[src/rtl/keccak_gather.sv]
// -----------------------------------------------------------------------------
// keccak_gather
//
// Collects 32-bit words from the CPU custom-instruction port into a 512-bit
// message block (16 words) and hands complete blocks to keccak_ctrl through a
// valid/ready handshake.
//
// Ports:
//   clk        in   1    single clock, rising edge
//   reset      in   1    asynchronous, active-low; clears all state
//   en         in   1    write strobe from the custom instruction
//   num        in   6    immediate: [3:0] word index, [4] last word, [5] clear
//   in32       in   32   write data
//   out512     out  512  block toward keccak_ctrl (word i at [32i+31:32i])
//   out_valid  out  1    out512 holds a complete block
//   out_last   out  1    block is the final block of the message
//   out_ready  in   1    keccak_ctrl accepts the block
//   stall      out  1    collector not accepting writes; CPU holds instruction
//
// Build option:
//   KECCAK_GATHER_PAD_EN  when defined, a write carrying num[4] closes the
//                         message with Keccak pad10*1 at word granularity.
//                         If the final word lands in word 15 with no room left,
//                         an extra pad-only block (PAD state) follows.
// -----------------------------------------------------------------------------
module keccak_gather (
    input  logic         clk,
    input  logic         reset,
    input  logic         en,
    input  logic [5:0]   num,
    input  logic [31:0]  in32,
    output logic [511:0] out512,
    output logic         out_valid,
    output logic         out_last,
    input  logic         out_ready,
    output logic         stall
);

`ifdef KECCAK_GATHER_PAD_EN
    typedef enum logic [1:0] {
        ST_FILL = 2'd0,
        ST_SEND = 2'd1,
        ST_PAD  = 2'd2
    } state_e;

    // Pad-only block: first pad bit in word 0, closing bit in word 15.
    localparam logic [511:0] PAD_BLOCK = {32'h8000_0000, 448'd0, 32'h0000_0001};
`else
    typedef enum logic [1:0] {
        ST_FILL = 2'd0,
        ST_SEND = 2'd1
    } state_e;
`endif

    state_e         state_q, state_d;
    logic [511:0]   buf_q, buf_d;
    logic [15:0]    mask_q, mask_d;
    logic           pad_pending_q, pad_pending_d;
    logic           out_last_q, out_last_d;
    logic           out_valid_q, out_valid_d;
    logic           stall_q, stall_d;

    logic [3:0]     idx_s;
    logic [15:0]    mask_post_s;
    logic           complete_s;
`ifdef KECCAK_GATHER_PAD_EN
    logic [4:0]     pad_pos_s;

    // One past the highest written word: where the first pad bit goes.
    function automatic logic [4:0] next_free_word(input logic [15:0] m);
        logic [4:0] k;
        k = 5'd0;
        for (int i = 0; i < 16; i++) begin
            if (m[i]) begin
                k = 5'(i + 1);
            end else begin
                k = k;
            end
        end
        return k;
    endfunction
`endif

    // Next-state, buffer update and output decode.
    always_comb begin
        state_d       = state_q;
        buf_d         = buf_q;
        mask_d        = mask_q;
        pad_pending_d = pad_pending_q;
        out_last_d    = out_last_q;

        idx_s       = num[3:0];
        mask_post_s = mask_q | (16'd1 << idx_s);
        complete_s  = (mask_post_s == 16'hFFFF) || num[4];
`ifdef KECCAK_GATHER_PAD_EN
        pad_pos_s   = next_free_word(mask_post_s);
`endif

        case (state_q)
            ST_FILL: begin
                if (en) begin
                    if (num[5]) begin
                        // Clear takes priority; the accompanying data is dropped.
                        buf_d  = 512'd0;
                        mask_d = 16'd0;
                    end else begin
                        buf_d[{idx_s, 5'd0} +: 32] = in32;
                        mask_d = mask_post_s;
                        if (complete_s) begin
                            state_d    = ST_SEND;
                            out_last_d = num[4];
`ifdef KECCAK_GATHER_PAD_EN
                            if (num[4]) begin
                                if (pad_pos_s == 5'd16) begin
                                    // Block full: send as-is, pad block follows.
                                    out_last_d    = 1'b0;
                                    pad_pending_d = 1'b1;
                                end else if (pad_pos_s == 5'd15) begin
                                    buf_d[511:480] = buf_d[511:480] | 32'h8000_0001;
                                end else begin
                                    buf_d[{pad_pos_s[3:0], 5'd0} +: 32] =
                                        buf_d[{pad_pos_s[3:0], 5'd0} +: 32] | 32'h0000_0001;
                                    buf_d[511:480] = buf_d[511:480] | 32'h8000_0000;
                                end
                            end else begin
                                pad_pending_d = 1'b0;
                            end
`endif
                        end else begin
                            state_d = ST_FILL;
                        end
                    end
                end else begin
                    state_d = ST_FILL;
                end
            end

            ST_SEND: begin
                if (out_ready) begin
                    buf_d      = 512'd0;
                    mask_d     = 16'd0;
                    out_last_d = 1'b0;
`ifdef KECCAK_GATHER_PAD_EN
                    if (pad_pending_q) begin
                        // Pad block is loaded in the handshake edge so
                        // out_valid stays high without a gap.
                        state_d       = ST_PAD;
                        buf_d         = PAD_BLOCK;
                        out_last_d    = 1'b1;
                        pad_pending_d = 1'b0;
                    end else begin
                        state_d = ST_FILL;
                    end
`else
                    state_d = ST_FILL;
`endif
                end else begin
                    state_d = ST_SEND;
                end
            end

`ifdef KECCAK_GATHER_PAD_EN
            ST_PAD: begin
                if (out_ready) begin
                    buf_d      = 512'd0;
                    out_last_d = 1'b0;
                    state_d    = ST_FILL;
                end else begin
                    state_d = ST_PAD;
                end
            end
`endif

            default: begin
                state_d       = ST_FILL;
                buf_d         = 512'd0;
                mask_d        = 16'd0;
                pad_pending_d = 1'b0;
                out_last_d    = 1'b0;
            end
        endcase

        out_valid_d = (state_d != ST_FILL);
        stall_d     = (state_d != ST_FILL);
    end

    // State and output registers.
    always_ff @(posedge clk or negedge reset) begin
        if (!reset) begin
            state_q       <= ST_FILL;
            buf_q         <= 512'd0;
            mask_q        <= 16'd0;
            pad_pending_q <= 1'b0;
            out_last_q    <= 1'b0;
            out_valid_q   <= 1'b0;
            stall_q       <= 1'b0;
        end else begin
            state_q       <= state_d;
            buf_q         <= buf_d;
            mask_q        <= mask_d;
            pad_pending_q <= pad_pending_d;
            out_last_q    <= out_last_d;
            out_valid_q   <= out_valid_d;
            stall_q       <= stall_d;
        end
    end

    assign out512    = buf_q;
    assign out_valid = out_valid_q;
    assign out_last  = out_last_q;
    assign stall     = stall_q;

endmodule

[config.mk]
export PLATFORM = sky130hd
export DESIGN_NAME = keccak_gather
export DESIGN_NICKNAME = d
export VERILOG_FILES = /design/src/rtl/keccak_gather.sv
export SDC_FILE = /design/constraint.sdc
export NUM_CORES = 1
export LEC_CHECK = 0
export BUFFER_PORTS_ARGS = -buffer_cell sky130_fd_sc_hd__buf_2
export CAP_MARGIN = 10
export CORE_MARGIN = 4
export CORE_UTILIZATION = 40
export CTS_BUF_LIST = sky130_fd_sc_hd__clkbuf_8
export CTS_CLUSTER_DIAMETER = 30
export DETAILED_ROUTE_END_ITERATION = 10
export PLACE_DENSITY_LB_ADDON = 0.3
export SYNTH_ARGS = -nofsm -noshare
export SYNTH_HDL_FRONTEND = slang
export SYNTH_SLANG_ARGS = --single-unit
[constraint.sdc]
create_clock -name clk -period 1.9 [get_ports clk]
set_clock_uncertainty 0.15 [all_clocks]
set_input_delay 0.285 -clock clk [delete_from_list [all_inputs] [get_ports clk]]
set_output_delay 0.285 -clock clk [all_outputs]
set_load 0.02 [all_outputs]
* Word-level counts from Yosys, hierarchy flattened
Index checks and enable logic that the tools add are counted.
** Operators by class
- Add/subtract/negate cells :: 1
- Multiply operators :: 0
- Divide/modulo/power cells :: 0
- $lt $le $gt $ge :: 0
- Equal/unequal tests :: 6
- Shift-type cells :: 3
- Multiplexer cells :: 19
- Bitwise gates (word level) :: 1
- Reduce and logical (&&, ||, !) cells :: 5
** Operators by type and width (count)
- 512-bit two-way mux :: 3
- 512-bit case mux with 2 select lines :: 1
- 512-bit bitwise mux :: 1
- 32-bit by 11-bit variable shift with 512-bit output (first input constant) :: 1
- 32-bit by 11-bit variable part select with 512-bit output :: 1
- 16-bit two-way mux :: 3
- 16-bit case mux with 2 select lines :: 1
- 16-bit == test (second input constant) :: 1
- 16-bit bitwise OR :: 1
- 1-bit by 4-bit << shifter with 16-bit output (first input constant) :: 1
- 9-bit negator with 11-bit output :: 1
- 2-bit inequality test (second input constant) :: 4
- 1-bit two-way mux :: 6
- 2-bit two-way mux :: 2
- 2-bit case mux with 2 select lines :: 1
- 4-bit AND reduction :: 1
- 2-bit by 1-bit == test with 1-bit output (second input constant) :: 1
- 2-bit zero test :: 1
- 1-bit case mux with 2 select lines :: 1
- 2-bit AND reduction :: 1
- 2-bit nonzero test :: 1
- 1-bit logical OR :: 1
** Storage, ports and cells
- Register bits :: 532
- Bits in latches :: 0
- Memory bits (writable) :: 0
- Bits in read-only memories :: 0
- Memories :: 0

* Logic depth before layout (Yosys ltp)
Gate-level depths: netlist of the first run.
- Depth in word-level cells :: 9
- Gate-level depth with buffers :: 10

* Worst setup path after synthesis of the first run
OpenSTA, ideal clock, no wires.
- Path kind :: input to register
- Start :: input num[0]
- End :: register buf_q[100], in the netlist out512[100]
- Arrival :: 2.323 ns
- Setup slack :: -0.640 ns
- Cell stages on the path :: 9
- Path through :: buf_2 > inv_1 > ha_1 > ha_1 > clkbuf_1 > o211ai_1 > nor2_1 > clkbuf_1 > a22o_1
** On the way
- Word-level cells in the longest chain between the ends :: 6
** Ends and longest elaborated chain
- start, declared :: RTL line 30 : input logic [5:0] num,
- 9-bit negator with 11-bit output (*) :: RTL line 107 : buf_d[{idx_s, 5'd0} +: 32] = in32;
- 32-bit by 11-bit variable part select with 512-bit output or 32-bit by 11-bit variable shift with 512-bit output (tied branches) :: RTL line 107
- 512-bit bitwise mux (*) :: RTL line 107
- 512-bit two-way mux (*) :: RTL line 102 : if (num[5]) begin
- 512-bit two-way mux (*) :: RTL line 101 : if (en) begin
- 512-bit case mux with 2 select lines (*) :: RTL line 99 : case (state_q)
- end signal, assigned :: RTL line 199 : buf_q <= buf_d;
- end, declared :: RTL line 56 : logic [511:0] buf_q, buf_d;
Every way passes the cells marked *; elsewhere a longest branch is shown, timed or not. The select of a mux whose other input is x is not followed.
A chain may end at the register's enable or synchronous reset.

* Final worst setup path of the first run
- Start :: register state_q[0]
- End :: register buf_q[183], in the netlist out512[183]
** On the way
- Word-level cells in the longest chain between the ends :: 3
** Ends and longest elaborated chain
- start, declared :: RTL line 55 : state_e state_q, state_d;
- start signal, assigned :: RTL line 198 : state_q <= state_d;
- 2-bit by 1-bit == test with 1-bit output or 2-bit zero test (tied branches)
- 2-bit inequality test (no line)
- 2-bit AND reduction (no line)
Several ways; a longest one is shown, not always the timed one.

==> results.tsv, run 1 <==
stage	metric	value	unit
status	status	finished, violations left	
status	violations	negative setup slack	
timing	fin_crit_sh	119	%
synthesis	synth_top_cells_by_area	dfrtp_1 (67%), a22o_1 (23%), buf_2 (2.2%)	
timing	finalMaxSlewViolations	0	
timing	setup_violations	529	
worst_setup_path	cpMaxStageDelayCell	dfrtp_1	
min_path	hold_path_class	in2reg	
drt	dr.pass1.iters	5	
global_routing	overflow	0	
worst_setup_path	worstPathArrival	2.73	ns
synthesis	synth_cell_type_count	53	
floorplan	core_area	49000	um2
synthesis	yosysSeqAreaShare	67.1	%
synthesis	syn-cell-area	19900	um2
clock_tree	clock_latency	0.69	ns
floorplan	io_pins	557	
power_and_ir_drop	power.leakage	0.0154	uW
timing	worstMarginPinSlew	0.679	ns
drt	drtAntennaViolNets	0	
floorplan	die_y	231	um
synthesis	avgSynthCellArea	14.3	um2
worst_setup_path	path_depth	9	
synthesis	yosysTopAreaCellShare	67.1	%
worst_setup_path	reg2reg_to	out512[183]	
worst_setup_path	critPathMostFrequentCell	buf_6	
synthesis	synth_seq_cells	532	
min_path	holdPathStages	2	
place	dp.cells	2567	
clock_tree	root_buffer	clkbuf_8	
clock_tree	cts_buffers	106	
synthesis	yosysTopAreaCell	dfrtp_1	
floorplan	die_w	231	um
power_and_ir_drop	worst_ir_drop_vdd	0.545	mV
worst_setup_path	cpLargestDelayFamily	buffers and inverters	
global_routing	grt_pass1_vias	16700	
place	numPortBuffers	556	
drt	avgRoutedWirePerCell	27.9	um
clock_tree	htreeDepth	3	
timing	hold_viol	0	
timing	relSlewSlack	54.8	%
drt	drc	0	
layout	final_cells	2867	
worst_setup_path	slowest_delay	0.41	ns
worst_setup_path	critical_path_class	reg2reg	
worst_setup_path	endpoint	out512[183]	
floorplan	rows	81	
global_routing	grt_max_degree	57	
place	gp_congestion	0.901	
floorplan	initial_utilization	40.6	%
clock_tree	clockBufferDepth	3	
synthesis	syn_nets	1434	
worst_setup_path	path_cells	buf_6 -> nor4b_4 -> buf_4 -> nand4_1 -> buf_6 -> nor3_4 -> buf_12 -> clkbuf_16 -> a22o_1	
worst_setup_path	path_max_fanout	8	
worst_setup_path	cp.required	2.38	ns
synthesis	synth-edff-count	0	
timing	max_freq	0.443	GHz
synthesis	syn_inst	1386	
floorplan	die_area	53300	um2
global_routing	grt_first_pass_wirelength	111000	um
drt	wirelength	80000	um
drt	via_per_inst	5.77	
power_and_ir_drop	power_density	940	nW/um2
synthesis	yosys_most_used_dff	dfrtp_1	
timing	rsz0062_at_grt	true	
synthesis	synth_most_common_cell	dfrtp_1	
layout	area_growth	44.4	%
synthesis	yosysWarnings	0	
worst_setup_path	cp-startpoint	state_q[0]	
drt	drt_iter0_drc	1313	
global_routing	track_usage	27.8	%
clock_tree	clock-sinks	532	
worst_setup_path	critPathBufInv	5	
timing	setup_ws	-0.356	ns
worst_setup_path	end_kind	flop	
synthesis	postSynth.asyncResetShare	100	%
worst_setup_path	reg2reg_slack	-0.36	ns
clock_tree	cts_tree	built	
layout	drive_gt1_share	46.0	%
layout	nets	2160	
worst_setup_path	worstSetupStartpointType	flop	
global_routing	antenna_found_initial	5	
timing	fin_crit	2.26	ns
synthesis	ys_top_cells_by_count	dfrtp_1 (532), a22o_1 (512), buf_2 (88)	
flow_run	cap_violations	0	
worst_setup_path	rr_worst_depth	9	
layout	final_core_util	58.6	%
clock_tree	clkTransAtPathRegs	0.06	ns
worst_setup_path	r2r-start	state_q[0]	
place	place_hpwl	49900	um
drt	dr_total_vias	16500	
## power breakdown
| part | total (uW) | internal (uW) | leakage (uW) | switching [uW] |
|---|---|---|---|---|
| clock | 13200 | 8000 | 0.00133 | 5200 |
| combinational | 2300 | 810 | 0.00668 | 1490 |
| sequential | 11400 | 11400 | 0.00742 | 47.1 |
## layer usage
metal,GRT usage (%),vias up,routed length [um],part of all wire (%)
met4,10.3,2,2910,3.6
li1,-,6773,-,-
met2,44.4,967,38300,48
met3,7.38,171,6710,8.4
met1,36.7,8619,32000,40
met5,0,-,7,0.0088
## cell usage in the layout, fill, tap and decap left out, types with 4 or more instances in the layout
master / count
ha_1: 4
buf_8: 10
o21ai_2: 4
buf_6: 27
buf_12: 66
nand2_1: 18
clkbuf_8: 129
clkinvlp_4: 8
clkbuf_16: 17
a22o_1: 512
dlygate4sd3_1: 29
inv_6: 4
a21oi_4: 5
inv_1: 20
a31oi_4: 8
dfrtp_1: 532
nor2_1: 22
and3_4: 6
a21oi_1: 4
a31oi_1: 14
clkinv_2: 19
nor2_4: 13
buf_16: 4
bufinv_16: 13
buf_4: 90
buf_2: 555
## state kept, by name, indices dropped and copies added, names as in the netlist
name,flops
out512,512
mask_q,16
state_q,2
out_last,1
stall,1
## cells by family after synthesis
| kind of cell | count (synthesis) | synth area share (%) |
|---|---|---|
| DFF | 532 | 67.1 |
| adders and majority gates | 6 | 0.378 |
| muxes | 2 | 0.113 |
| and+or+nand+nor | 86 | 2.50 |
| other | 1 | 0.0189 |
| AOI/OAI and AO/OA | 570 | 25.5 |
| buffers and inverters | 189 | 4.45 |
## stage by stage
step / TNS (ns) / setup slack, ns / area, um2 / hold WS [ns] / total power (uW)
after floorplan: -26.61 / -0.101 / 20200 / -0.161 / 12500
after global placement: -172.73 / -0.516 / 24600 / 0.0798 / 13500
after detailed placement: -180.62 / -0.550 / 24600 / 0.0751 / 13600
after CTS: -96.20 / -0.272 / 28000 / 0.000371 / 26900
after global routing: -150.16 / -0.425 / 28700 / 0.00480 / 27900
final: -116.04 / -0.356 / 28700 / 0.0412 / 27000
## how the worst min path moves through the flow
stage,from,end,slack (ns)
after detailed placement,reset,out512[194],0.08
after global placement,reset,out512[162],0.08
final,in32[17],out512[49],0.04
after global routing,in32[17],out512[49],0.005
after floorplan,reset,mask_q[0],-0.16
after CTS,in32[17],out512[49],0.0004
## worst reg2reg max path, delay by kind of cell (launching register included)
family | cells | cell delay, ns
AO/OA/AOI/OAI | 1 | 0.14
buffers and inverters | 5 | 0.88
flip-flops | 1 | 0.41
AND/OR/NAND/NOR | 3 | 0.61
## cell type report
class / count / area (um2)
antenna: 3 / 7.51
tap: 664 / 831
timing repair buffer: 798 / 6050
sequential: 532 / 13300
clock buffer: 129 / 1780
inverter: 5 / 23.8
fill: 3882 / 20300
multi-input combinational: 669 / 5960
clock inverter: 67 / 697
## repair_timing
item                       4_1_cts  5_1_grt
pin swaps                       76       48
gates cloned                    12       22
setup endpoints to repair      526      529
buffers inserted                31       11
gates resized for setup         38       31
hold buffers                    29        1
hold endpoints to repair       854        1
(Power assumes the default switching activity.)
==> inputs of run 2 (changes only) <==
--- a/config.mk
+++ b/config.mk
@@ -7,12 +7,13 @@
 export LEC_CHECK = 0
 export BUFFER_PORTS_ARGS = -buffer_cell sky130_fd_sc_hd__buf_2
 export CAP_MARGIN = 10
-export CORE_MARGIN = 4
-export CORE_UTILIZATION = 40
+export CORE_AREA = 4 4 213 215
 export CTS_BUF_LIST = sky130_fd_sc_hd__clkbuf_8
 export CTS_CLUSTER_DIAMETER = 30
 export DETAILED_ROUTE_END_ITERATION = 10
+export DIE_AREA = 0 0 217 219
 export PLACE_DENSITY_LB_ADDON = 0.3
+export SKIP_CTS_REPAIR_TIMING = 1
 export SYNTH_ARGS = -nofsm -noshare
 export SYNTH_HDL_FRONTEND = slang
 export SYNTH_SLANG_ARGS = --single-unit
==> run 2 against run 1 <==
Net effect: the flow finishes with violations (negative hold slack, negative setup slack); cell count fell by 5.2%; final area fell by 4.1%; global-route usage rose by 1.7 points; non-clock buffer count fell by 68; total power fell by 2.4%; fmax rose by 6.4%; via count fell by 0.31%; sequential share of layout area rose by 2.0 points; utilization rose by 4.3 points; die area fell by 11%; highest routed layer unchanged.
==> results.tsv, run 2 (synthesis results as in run 1) <==
stage	metric	value	unit	change
status	status	finished, violations left		unchanged
status	violations	negative hold slack, negative setup slack		was negative setup slack
flow_run	cap_violations	0		unchanged
drt	drt_iter0_drc	1495		was 1,313
layout	drive_gt1_share	44.3	%	was 46.0%
layout	final_core_util	62.8	%	was 58.6%
layout	multiInputGateArea	5990	um2	was 5960 um2
layout	final_cells	2717		was 2,867
worst_setup_path	worstPathArrival	2.57	ns	was 2.73 ns
drt	dr.pass1.iters	8		was 5
layout	nets	2092		was 2,160
place	place_hpwl	48500	um	was 49,900 um
clock_tree	clock-sinks	532		unchanged
layout	most-common-layout-cells	buf_2 (555), dfrtp_1 (531), a22o_1 (512)		was buf_2 (555), dfrtp_1 (532), a22o_1 (512)
worst_setup_path	r2r-start	state_q[0]		unchanged
timing	max_freq	0.472	GHz	was 0.443 GHz
worst_setup_path	cp.required	2.35	ns	was 2.38 ns
floorplan	die_y	219	um	was 231 um
layout	seq_area	13300	um2	about the same
clock_tree	cts_buffers	103		was 106
worst_setup_path	critPathMostFrequentCell	buf_12		was buf_6
layout	largest_reg_flops	512		unchanged
worst_setup_path	rr_worst_depth	7		was 9
timing	holdWs	-0.000114	ns	was 0.0412 ns
worst_setup_path	reg2reg_to	out512[114]		was out512[183]
floorplan	core_area	43700	um2	was 49,000 um2
floorplan	io_pins	557		unchanged
place	place_area	24100	um2	was 24,600 um2
clock_tree	clock_latency	0.67	ns	was 0.69 ns
worst_setup_path	path_cells	buf_4 -> a221o_2 -> buf_12 -> a31oi_4 -> buf_12 -> clkbuf_16 -> a22o_1		was buf_6 -> nor4b_4 -> buf_4 -> nand4_1 -> buf_6 -> nor3_4 -> buf_12 -> clkbuf_16 -> a22o_1
drt	via_per_inst	6.07		was 5.77
global_routing	track_usage	29.5	%	was 27.8%
clock_tree	cts_tree	built		unchanged
timing	relSlewSlack	52.7	%	was 54.8%
global_routing	grt_max_degree	68		was 57
drt	dr_total_vias	16500		about the same
global_routing	overflow	0		unchanged
worst_setup_path	worstSetupStartpointType	flop		unchanged
drt	drtAntennaViolNets	0		unchanged
drt	wirelength	77700	um	was 80,000 um
clock_tree	clkTransAtPathRegs	0.06	ns	about the same
worst_setup_path	end_kind	flop		unchanged
worst_setup_path	path_max_fanout	12		was 8
timing	finalMaxSlewViolations	0		unchanged
floorplan	die_area	47500	um2	was 53,300 um2
floorplan	initial_utilization	45.4	%	was 40.6%
timing	setup_ws	-0.220	ns	was -0.356 ns
layout	final_common_cell	buf_2		unchanged
clock_tree	clockBufferDepth	3		unchanged
global_routing	grt_first_pass_wirelength	106000	um	was 111,000 um
timing	hold_viol	2		was 0
power_and_ir_drop	p_total	26300	uW	was 27,000 uW
worst_setup_path	reg2reg_slack	-0.22	ns	was -0.36 ns
global_routing	antenna_found_initial	4		was 5
place	gp_congestion	0.897		was 0.901
min_path	hold_path_class	in2async		was in2reg
timing	worstMarginPinSlew	0.709	ns	was 0.679 ns
place	numPortBuffers	556		unchanged
power_and_ir_drop	power_density	957	nW/um2	was 940 nW/um2
timing	fin_crit	2.12	ns	was 2.26 ns
layout	n_fill_cell	3346		was 3,882
worst_setup_path	critical_path_class	reg2reg		unchanged
drt	drc	0		unchanged
layout	area_growth	38.5	%	was 44.4%
global_routing	grt_pass1_vias	16200		was 16,700
layout	final_cell_area	27500	um2	was 28,700 um2
worst_setup_path	slowest_delay	0.46	ns	was 0.41 ns
timing	setup_violations	481		was 529
power_and_ir_drop	power.leakage	0.0149	uW	was 0.0154 uW
place	dp.cells	2469		was 2,567
drt	avgRoutedWirePerCell	28.6	um	was 27.9 um
clock_tree	htreeDepth	3		unchanged
floorplan	die_w	217	um	was 231 um
clock_tree	root_buffer	clkbuf_8		unchanged
worst_setup_path	cpMaxStageDelayCell	dfrtp_2		was dfrtp_1
power_and_ir_drop	worst_ir_drop_vdd	0.644	mV	was 0.545 mV
timing	rsz0062_at_grt	true		unchanged
floorplan	rows	77		was 81
timing	fin_crit_sh	112	%	was 119%
[run 2: power by group]
group,leakage [uW],internal (uW),total [uW],switching (uW)
Clock,0.00123,7630,12800,5160
Sequential,0.00742,11400,11400,46.7
Combinational,0.00620,644,2080,1430
[run 2: cell type report]
class                           count  area share (%)
Antenna cell                        2          0.0182
Clock buffer                      121            6.06
Clock inverter                     63            2.48
Inverter                            5          0.0865
Multi-Input combinational cell    672            21.8
Sequential cell                   532            48.4
Tap cell                          592            2.69
Timing Repair Buffer              730            18.5
[run 2: worst max path at each step]
stage / from / to / cells past startpoint
floorplan: state_q[1] / out512[226] / 6
global placement: num[1] / out512[370] / 8
detailed placement: num[0] / out512[378] / 7
CTS: state_q[0] / out512[310] / 6
global route: state_q[0] / out512[252] / 7
finish: state_q[0] / out512[114] / 7
[run 2: through the flow]
| stage | worst slack [ns] | TNS (ns) | hold WS (ns) |
|---|---|---|---|
| after floorplan | -0.101 | -26.61 | -0.161 |
| after global placement | -0.553 | -195.19 | 0.120 |
| after detailed placement | -0.607 | -204.95 | 0.124 |
| after CTS | -0.487 | -126.14 | -0.616 |
| after global routing | -0.258 | -87.31 | -0.00437 |
| final | -0.220 | -61.62 | -0.000114 |
[run 2: per-layer routing]
metal	up-vias	wire [um]	global-route usage, %
li1	6613	-	-
met1	8534	30500	38.5
met2	1079	36100	47.1
met3	251	6910	7.53
met4	4	4170	12.9
met5	-	16	0
[run 2: worst max-delay path, delay by kind of cell (launching register included)]
family | cells | cell delay (ns)
AO/OA/AOI/OAI | 3 | 0.72
buffers and inverters | 4 | 0.69
flip-flops | 1 | 0.46
